$ cat src/rtl/bus_sched_pkg.sv
// Shared constants, state type and packet helpers for the broadcast-bus round-robin scheduler.
package bus_sched_pkg;

   localparam int DRVRS   = 6;
   localparam int PCKG_SZ = 16;
   localparam int ID_W    = 8;
   localparam int PTR_W   = $clog2(DRVRS);
   localparam logic [ID_W-1:0] BROADCAST = {ID_W{1'b1}};

   typedef enum logic [1:0] {
      IDLE  = 2'd0,
      GRANT = 2'd1,
      ROUTE = 2'd2
   } state_e;

   function automatic logic [ID_W-1:0] dest_of(input logic [PCKG_SZ-1:0] packet);
      return packet[PCKG_SZ-1 -: ID_W];
   endfunction

endpackage

$ cat src/rtl/bus_rr_sched_if.sv
// Device-FIFO side of the scheduler: pending flags, show-ahead heads, pop/push strobes and bus data.
interface bus_rr_sched_if;
   import bus_sched_pkg::*;

   logic                     en;
   logic [DRVRS-1:0]         pndng;
   logic [DRVRS*PCKG_SZ-1:0] D_pop;
   logic [DRVRS-1:0]         pop;
   logic [DRVRS-1:0]         push;
   logic [PCKG_SZ-1:0]       D_push;

   modport master (input en, pndng, D_pop, output pop, push, D_push);
   modport slave  (output en, pndng, D_pop, input pop, push, D_push);

endinterface

$ cat src/rtl/rr_pick.sv
// Combinational round-robin picker: first set req bit at or after ptr, wrapping; zero latency.
module rr_pick
   import bus_sched_pkg::*;
(
   input  logic [DRVRS-1:0] req,
   input  logic [PTR_W-1:0] ptr,
   output logic [PTR_W-1:0] grant,
   output logic             valid
);

   function automatic int wrap(input int v);
      return (v >= DRVRS) ? v - DRVRS : v;
   endfunction

   // Walk offsets from farthest to nearest so the nearest requester wins.
   always_comb begin
      grant = '0;
      valid = 1'b0;
      for (int k = DRVRS - 1; k >= 0; k--) begin
         if (req[wrap(int'(ptr) + k)]) begin
            grant = PTR_W'(wrap(int'(ptr) + k));
            valid = 1'b1;
         end
      end
   end

endmodule

$ cat src/rtl/bus_rr_sched.sv
// Round-robin bus scheduler: pop one packet per grant, route it unicast/broadcast; pop at N+1, push at N+2.
// No backpressure from destinations; en low only blocks new grants, an in-flight packet always completes.
module bus_rr_sched
   import bus_sched_pkg::*;
(
   input  logic             clk,
   input  logic             reset,
   bus_rr_sched_if.master   bus,
   output logic [PTR_W-1:0] grant_id,
   output logic             busy,
   output logic [15:0]      pkt_cnt,
   output logic [7:0]       drop_cnt
);

   state_e             state;
   logic [PTR_W-1:0]   rr_ptr;
   logic [PTR_W-1:0]   sel;
   logic [PTR_W-1:0]   pick_id;
   logic               pick_vld;
   logic               start;
   logic [PCKG_SZ-1:0] pkt;
   logic [PCKG_SZ-1:0] d_push_q;
   logic [PCKG_SZ-1:0] head_dat;
   logic [ID_W-1:0]    dest;
   logic [DRVRS-1:0]   route_mask;
   logic               deliver;

   rr_pick u_pick (
      .req   (bus.pndng),
      .ptr   (rr_ptr),
      .grant (pick_id),
      .valid (pick_vld)
   );

   assign start = bus.en && pick_vld;
   assign dest  = dest_of(pkt);

   always_comb begin
      head_dat = '0;
      for (int i = 0; i < DRVRS; i++) begin
         if (sel == PTR_W'(i)) head_dat = bus.D_pop[i*PCKG_SZ +: PCKG_SZ];
      end
   end

   // The source never receives its own packet, broadcast included.
   always_comb begin
      route_mask = '0;
      for (int i = 0; i < DRVRS; i++) begin
         if (dest == BROADCAST) route_mask[i] = (sel != PTR_W'(i));
         else                   route_mask[i] = (dest == ID_W'(i)) && (sel != PTR_W'(i));
      end
   end

   assign deliver = (state == ROUTE) && (route_mask != '0);

   always_comb begin
      bus.pop = '0;
      if (state == GRANT) bus.pop[sel] = 1'b1;
   end

   assign bus.push   = deliver ? route_mask : '0;
   assign bus.D_push = deliver ? pkt : d_push_q;
   assign busy       = (state != IDLE);

   always_ff @(posedge clk or negedge reset) begin
      if (!reset) begin
         state    <= IDLE;
         rr_ptr   <= '0;
         sel      <= '0;
         grant_id <= '0;
         pkt      <= '0;
         d_push_q <= '0;
         pkt_cnt  <= '0;
         drop_cnt <= '0;
      end else begin
         case (state)
            IDLE: begin
               if (start) begin
                  state <= GRANT;
                  sel   <= pick_id;
               end
            end
            GRANT: begin
               grant_id <= sel;
               pkt      <= head_dat;
               rr_ptr   <= (sel == PTR_W'(DRVRS - 1)) ? '0 : sel + 1'b1;
               state    <= ROUTE;
            end
            ROUTE: begin
               if (deliver) begin
                  d_push_q <= pkt;
                  pkt_cnt  <= pkt_cnt + 1'b1;
               end else if (drop_cnt != 8'hFF) begin
                  drop_cnt <= drop_cnt + 1'b1;
               end
               if (start) begin
                  state <= GRANT;
                  sel   <= pick_id;
               end else begin
                  state <= IDLE;
               end
            end
            default: state <= IDLE;
         endcase
      end
   end

endmodule

$ cat src/flat_wrapper.sv
// flat-port wrapper written by rule: the top's interface ports become plain ports
module bus_rr_sched_flat import bus_sched_pkg::*;
  (clk, reset, grant_id, busy, pkt_cnt, drop_cnt, bus_en, bus_pndng, bus_D_pop, bus_pop, bus_push, bus_D_push);
  bus_rr_sched_if bus_i ();
  input  logic clk;
  input  logic reset;
  output logic [PTR_W-1:0] grant_id;
  output logic busy;
  output logic [15:0] pkt_cnt;
  output logic [7:0] drop_cnt;
  input wire logic [$bits(bus_i.en)-1:0] bus_en;
  input wire logic [$bits(bus_i.pndng)-1:0] bus_pndng;
  input wire logic [$bits(bus_i.D_pop)-1:0] bus_D_pop;
  output wire logic [$bits(bus_i.pop)-1:0] bus_pop;
  output wire logic [$bits(bus_i.push)-1:0] bus_push;
  output wire logic [$bits(bus_i.D_push)-1:0] bus_D_push;
  assign bus_i.en = bus_en;
  assign bus_i.pndng = bus_pndng;
  assign bus_i.D_pop = bus_D_pop;
  assign bus_pop = bus_i.pop;
  assign bus_push = bus_i.push;
  assign bus_D_push = bus_i.D_push;
  bus_rr_sched u_core (.clk(clk), .reset(reset), .bus(bus_i), .grant_id(grant_id), .busy(busy), .pkt_cnt(pkt_cnt), .drop_cnt(drop_cnt));
endmodule
$ cat config.mk
export PLATFORM = sky130hd
export DESIGN_NAME = bus_rr_sched_flat
export DESIGN_NICKNAME = d
export VERILOG_FILES = /design/src/rtl/bus_sched_pkg.sv /design/src/rtl/bus_rr_sched_if.sv /design/src/rtl/rr_pick.sv /design/src/rtl/bus_rr_sched.sv /design/src/flat_wrapper.sv
export SDC_FILE = /design/constraint.sdc
export NUM_CORES = 1
export LEC_CHECK = 0
export CAP_MARGIN = 0
export CORE_ASPECT_RATIO = 0.9
export CORE_UTILIZATION = 30
export CTS_CLUSTER_SIZE = 20
export DETAILED_ROUTE_END_ITERATION = 6
export RECOVER_POWER = 25
export SYNTH_ARGS = -nofsm -noshare
export SYNTH_HDL_FRONTEND = slang
export SYNTH_SLANG_ARGS = --single-unit
$ cat constraint.sdc
create_clock -name clk -period 5.9 [get_ports clk]
set_input_delay 0.885 -clock clk [delete_from_list [all_inputs] [get_ports clk]]
set_output_delay 0.885 -clock clk [all_outputs]
set_load 0.005 [all_outputs]
After elaboration in Yosys (flattened, before gate mapping)
Index checks and enable logic that the tools add are counted.
Word-level totals
  bits in registers: 67
  latch bits: 0
  memory bits (writable): 0
  memory bits (read-only): 0
  bits of input ports: 105
  output and inout bits: 56
  word-level logic and storage cells: 133
  memories kept: 0
Cells by class
  $add $sub $neg: 14
  multipliers: 0
  divide/modulo/power cells: 0
  order comparisons: 14
  eq/ne operators: 20
  shift-type cells: 0
  multiplexer cells: 57
  bitwise operators: 1
  reductions and logical operators: 19
Operators with widths (count)
  < comparator 32 x 5 -> 1 bit (second input constant): 6
  two-way mux 32 bit: 6
  two-way mux 16 bit: 7
  two-way mux 1 bit: 26
  subtractor 4 x 3 -> 5 bit (second input constant): 5
  two-way mux 3 bit: 7
  >= comparator 4 x 3 -> 1 bit (second input constant): 5
  binary-select mux 1 bit (select 3 bit): 6
  adder 16 x 1 -> 16 bit (second input constant): 1
  equality test 8 x 2 -> 1 bit (second input constant): 2
  equality test 8 x 3 -> 1 bit (second input constant): 2
  two-way mux 6 bit: 2
  logical AND 1 bit: 9
  adder 3 x 2 -> 4 bit (second input constant): 2
  adder 3 x 3 -> 4 bit (second input constant): 2
  adder 8 x 1 -> 8 bit (second input constant): 1
  equality test 8 x 1 -> 1 bit (second input constant): 1
  equality test 8 bit (second input constant): 1
  zero test 8 bit: 1
  inequality test 8 bit (second input constant): 1
  equality test 3 x 2 -> 1 bit (second input constant): 2
  equality test 3 bit (second input constant): 2
  inequality test 3 x 2 -> 1 bit (second input constant): 2
  inequality test 3 bit (second input constant): 2
  23 further kinds: 24

Depth between registers and ports, before layout
  depth in word-level cells: 15
  depth in mapped cells: 15
  gate-level depth less buffers: 12

Modules after synthesis
A second synthesis with hierarchy kept.
Second synthesis, totals
  cell total of the unflattened synthesis: 541
  area total of the unflattened synthesis: 4934.7 um^2
By module, submodules not included
  bus_rr_sched: instances 1, cells an instance 422, area each 4032.6 um^2, sequential area each 1676.6 um^2
  rr_pick: instances 1, cells an instance 119, area each 902.1 um^2, sequential area each 0.0 um^2

Worst setup path before layout
OpenSTA, ideal clock, no wires.
  path kind: reg-to-output
  start point: register u_core.sel[1]
  end point: output port bus_D_push[0]
  arrival time: 2.789 ns
  data required time: 5.015 ns
  setup slack: 2.226 ns
  stages on the path, launching flop included: 13
  path buffers: 5
  path through: dfrtp_1 -> clkbuf_1 -> clkbuf_1 -> and2_1 -> ha_1 -> buf_1 -> nor2_1 -> o21ai_0 -> nand4_2 -> nand3_2 -> buf_6 -> clkbuf_1 -> mux2_2
Between the ends
  cells in the longest elaborated chain, start to end: 6
Ends and longest elaborated chain
  start, declared: RTL line bus_rr_sched.sv:17  | logic [PTR_W-1:0] sel;
  start signal, assigned: RTL line bus_rr_sched.sv:80  | sel <= pick_id;
  start signal, assigned: RTL line bus_rr_sched.sv:98  | sel <= pick_id;
  inequality test 3 x 1 -> 1 bit, or another cell as far along: RTL line bus_rr_sched.sv:49, bus_rr_sched.sv:50
  logical AND 1 bit: RTL line bus_rr_sched.sv:50  | else route_mask[i] = (dest == ID_W'(i)) && (sel != PTR_W'(i));
  two-way mux 1 bit: RTL line bus_rr_sched.sv:49  | if (dest == BROADCAST) route_mask[i] = (sel != PTR_W'(i));
  nonzero test 6 bit (*): RTL line bus_rr_sched.sv:54  | assign deliver = (state == ROUTE) && (route_mask != '0);
  logical AND 1 bit (*): RTL line bus_rr_sched.sv:54
  two-way mux 16 bit (*): RTL line bus_rr_sched.sv:62  | assign bus.D_push = deliver ? pkt : d_push_q;
  end, declared: RTL line flat_wrapper.sv:16  | output wire logic [$bits(bus_i.D_push)-1:0] bus_D_push;
Mark *: on every way between the ends. The rest lies on a longest branch, timed or not.

Worst setup path after layout
  start point: register u_core.sel[0]
  end point: output port bus_push[4]
Between the ends
  cells in the longest elaborated chain, start to end: 6
Ends and longest elaborated chain
  inequality test 3 x 1 -> 1 bit, or another cell as far along: RTL line bus_rr_sched.sv:49, bus_rr_sched.sv:50
  logical AND 1 bit: RTL line bus_rr_sched.sv:50
  two-way mux 1 bit: RTL line bus_rr_sched.sv:49
  nonzero test 6 bit: RTL line bus_rr_sched.sv:54
  logical AND 1 bit: RTL line bus_rr_sched.sv:54
  two-way mux 6 bit (*): RTL line bus_rr_sched.sv:61  | assign bus.push = deliver ? route_mask : '0;
  end, declared: RTL line flat_wrapper.sv:15  | output wire logic [$bits(bus_i.push)-1:0] bus_push;
Marks and branches as above.

==> flow_summary.yaml <==
floorplan:
  std_cell_rows: 43
  fp.coreArea_um2: 15400
  die_width_um: 135
  dieHeight_um: 121
  design.die.area_um2: 16400
  initial_core_utilization_pct: 30.8
  pin_count: 161
synth:
  synth.yosys.warnings: 0
  synth_fp_nets: 660
  yosys.cell_count.top_type: "dfrtp_1"
  post-synth-top-area-fraction_pct: 35.2
  synth_top_area_cells: "dfrtp_1 35%, mux2_2 6.9%, nand2_1 5.2%, mux2i_1 4.8%, a22oi_1 4.7%"
  synth-seq-cells: 67
  post-synth-top-area-cell: "dfrtp_1"
  synth_async_sr_flop_share_pct: 100
  yosys.cell_types.count: 61
  area_of_the_mapped_netlist_um2: 4760
  synthTopCellsByCount: "67 x dfrtp_1, 66 x nand2_1, 44 x o21ai_0"
  synth.avg_cell_area_um2: 8.83
  postSynth.topFlopCell: "dfrtp_1"
  seq_area_frac_synth_pct: 35.2
  synth-edff-count: 0
  syn-instance-count: 539
drt:
  vias_per_cell: 5.20
  wl_per_cell_um: 16.8
  route.final.wire_length_um: 14900
  detailedRoute.firstPassIterationCount: 4
  postRouteAntennaNets: 0
  drcViolationCount: 0
  num_vias: 4600
  drt_first_iter_violations: 237
clock_network:
  cts-resized-gates: 0
  clkLatencyLatePin_ps: 320
  cts_post_setup_buffers_inserted: 0
  cts_root_buf: "clkbuf_16"
  worst_setup_hold_path_clk_slew_ps: 50
  cts.hold.buffers_added: 0
  cts-htree-levels: 3
  inserted_clock_buffers: 9
  max-clock-path-buffers: 2
  clock_tree_from_tritoncts: "done"
  clkSinkCount: 67
sta:
  timing.hold.ws_ps: 469
  fin_worst_skew_ps: 3.12
  tns_ps: 0
  hold_violations: 0
  fin_ws_ps: 1150
  grt_setup_unrepaired: "no"
  layout_min_cycle_time_ps: 4750
  fmax_ghz: 0.210
  slew_headroom_pct: -141
  measured_slew_at_the_worst_slew_check_pin_ps: 3610
  drv_slew: 112
  final.period_utilization_pct: 80.6
  setup_viol: 0
global_route:
  grt_start_max_net_pins: 68
  grt_antenna_before_repair: 0
  wire_length_of_the_first_global_routing_pass_um: 24100
  grt_pass1_vias: 4542
  globalRoute.totalOverflow: 0
  grtUsageTotal_pct: 18.9
layout:
  stdcell_area_um2: 6760
  share_of_cells_above_drive_strength_1_pct: 8.78
  multiInputGateArea_um2: 2860
  seq_area_um2: 1680
  finalNetCount: 800
  n_antenna_cell: 0
  fillCellCount: 1463
  syn_to_final_growth_pct: 42.2
power:
  switching_pwr_mw: 1.52
  power.combinational.fraction_pct: 61.4
  share_seq_of_total_power_pct: 23.7
  swShare_pct: 44.6
  power_frac_clock_pct: 14.9
  power-per-cell-area_nw_per_um2: 503
  power_leakage_nw: 2.84
  power_internal_mw: 1.88
  max-vdd-ir-drop_uv: 286
setup_path:
  register_to_register_setup_slack_ps: 1640
  crit_type: "reg -> out"
  timing.critical_path.to_type: "output pin"
  reg2reg_to: "u_core.sel[0]"
  critPathRequiredTime_ps: 5020
  critical_path_peak_fanout: 38
  worst-endpoint-arrival_ps: 3870
  critical_path.startpoint_type: "flip-flop"
  critical_path.reg2reg.startpoint: "u_core.rr_ptr[1]"
  reg2reg_path_depth: 12
worst_hold_path:
  worstHoldPathCells: 2
  classification_of_the_worst_slack_hold_path: "reg -> reg"
  min_to: "u_core.d_push_q[9]"
  hp-start: "u_core.d_push_q[9]"
place:
  place.detailed.hpwl_um: 11500
  place_congestion: 0.892
  pre_cts_slack_ps: 1430
  dpl-instance-area_um2: 6490
  place.port_buffers: 160
job:
  timing.max_cap.violations: 2
status:
  run_status: "complete, but fails checks"
  violations: "max-capacitance violations, max-slew violations"
==> per-stage QoR <==
step | std cells | power [mW] | util [%]
2_1_floorplan | 539 | 2.23 | -
3_3_place_gp | 870 | 2.82 | 42.1
3_5_place_dp | 870 | 2.89 | 42.1
4_1_cts | 885 | 3.41 | 43.8
5_1_grt | 885 | 3.71 | 43.8
6_report | 885 | 3.40 | 43.8
==> per-layer routing <==
metal	vias up	track usage [%]	routed length [µm]
li1	2242	-	-
met1	2197	25.7	6920
met2	147	31.8	7060
met3	14	2.21	651
met4	0	4.85	219
met5	-	0	0
==> cell families (layout without fill, tap and decap cells) <==
family	after synthesis	in the layout	share of synthesized area (%)
and+or+nand+nor	173	173	18.0
AOI/OAI and AO/OA	148	148	20.4
DFF	67	67	35.2
buffers and inverters	53	197	4.79
muxes	52	52	11.7
xor gates and xnor gates	30	30	5.68
adders and majority gates	16	16	4.21
==> worst max-delay path, stage by stage, from the launching register on <==
cell and delay, ps:
dfrtp_1 680, and2_1 290, ha_1 390, nor2_1 160, o21ai_0 140, nand4_2 160, nand3_2 640, a211oi_1 520
clkdlybuf4s50_1 560
==> power by group through the flow <==
stage	Combinational, mW	Clock [mW]	Sequential, mW
floorplan	1.52	0	0.705
global placement	2.02	0	0.805
detailed placement	2.07	0	0.813
CTS	2.09	0.520	0.806
global route	2.33	0.545	0.838
finish	2.09	0.507	0.808
==> flip-flops by register name, summed over array words and instances (netlist names) <==
register and flops:
u_core.state 2, u_core.d_push_q 16, u_core.pkt 16, u_core.rr_ptr 3, u_core.drop_cnt 8, u_core.sel 3, u_core.grant_id 3, u_core.pkt_cnt 16
==> cells in the final DEF (no fill, tap or decap), types with 6 or more instances in the layout <==
master / instances
xor2_1: 12
nor2_1: 40
a21oi_1: 15
clkdlybuf4s50_1: 159
mux2_2: 29
a211oi_1: 7
nand2b_1: 6
mux2i_1: 23
a31oi_1: 20
nor3_1: 18
nand3_1: 11
inv_1: 14
o21ai_0: 44
nand4_1: 7
xnor2_1: 17
clkbuf_16: 9
ha_1: 16
a22oi_1: 30
dfrtp_1: 67
nand2_1: 66
==> how the worst max path moves through the flow <==
stage	endpoint	start	slack (ps)
5_1_grt	bus_push[4]	u_core.sel[0]	720
3_5_place_dp	bus_push[4]	u_core.sel[0]	1430
4_1_cts	bus_push[4]	u_core.sel[0]	1070
2_1_floorplan	bus_D_push[0]	u_core.sel[1]	2230
3_3_place_gp	bus_push[5]	u_core.sel[0]	1550
6_report	bus_push[4]	u_core.sel[0]	1150
==> layout make-up <==
| class | count | share of cell area, % |
|---|---|---|
| inverters | 16 | 0.888 |
| repair buffers | 166 | 24.2 |
| flip-flops and latches | 67 | 24.8 |
| clock inverters | 3 | 0.592 |
| well taps | 202 | 3.74 |
| multi-input cells | 419 | 42.3 |
| clock buffers | 12 | 3.50 |
Note: power is estimated with default switching activity, not from simulation.
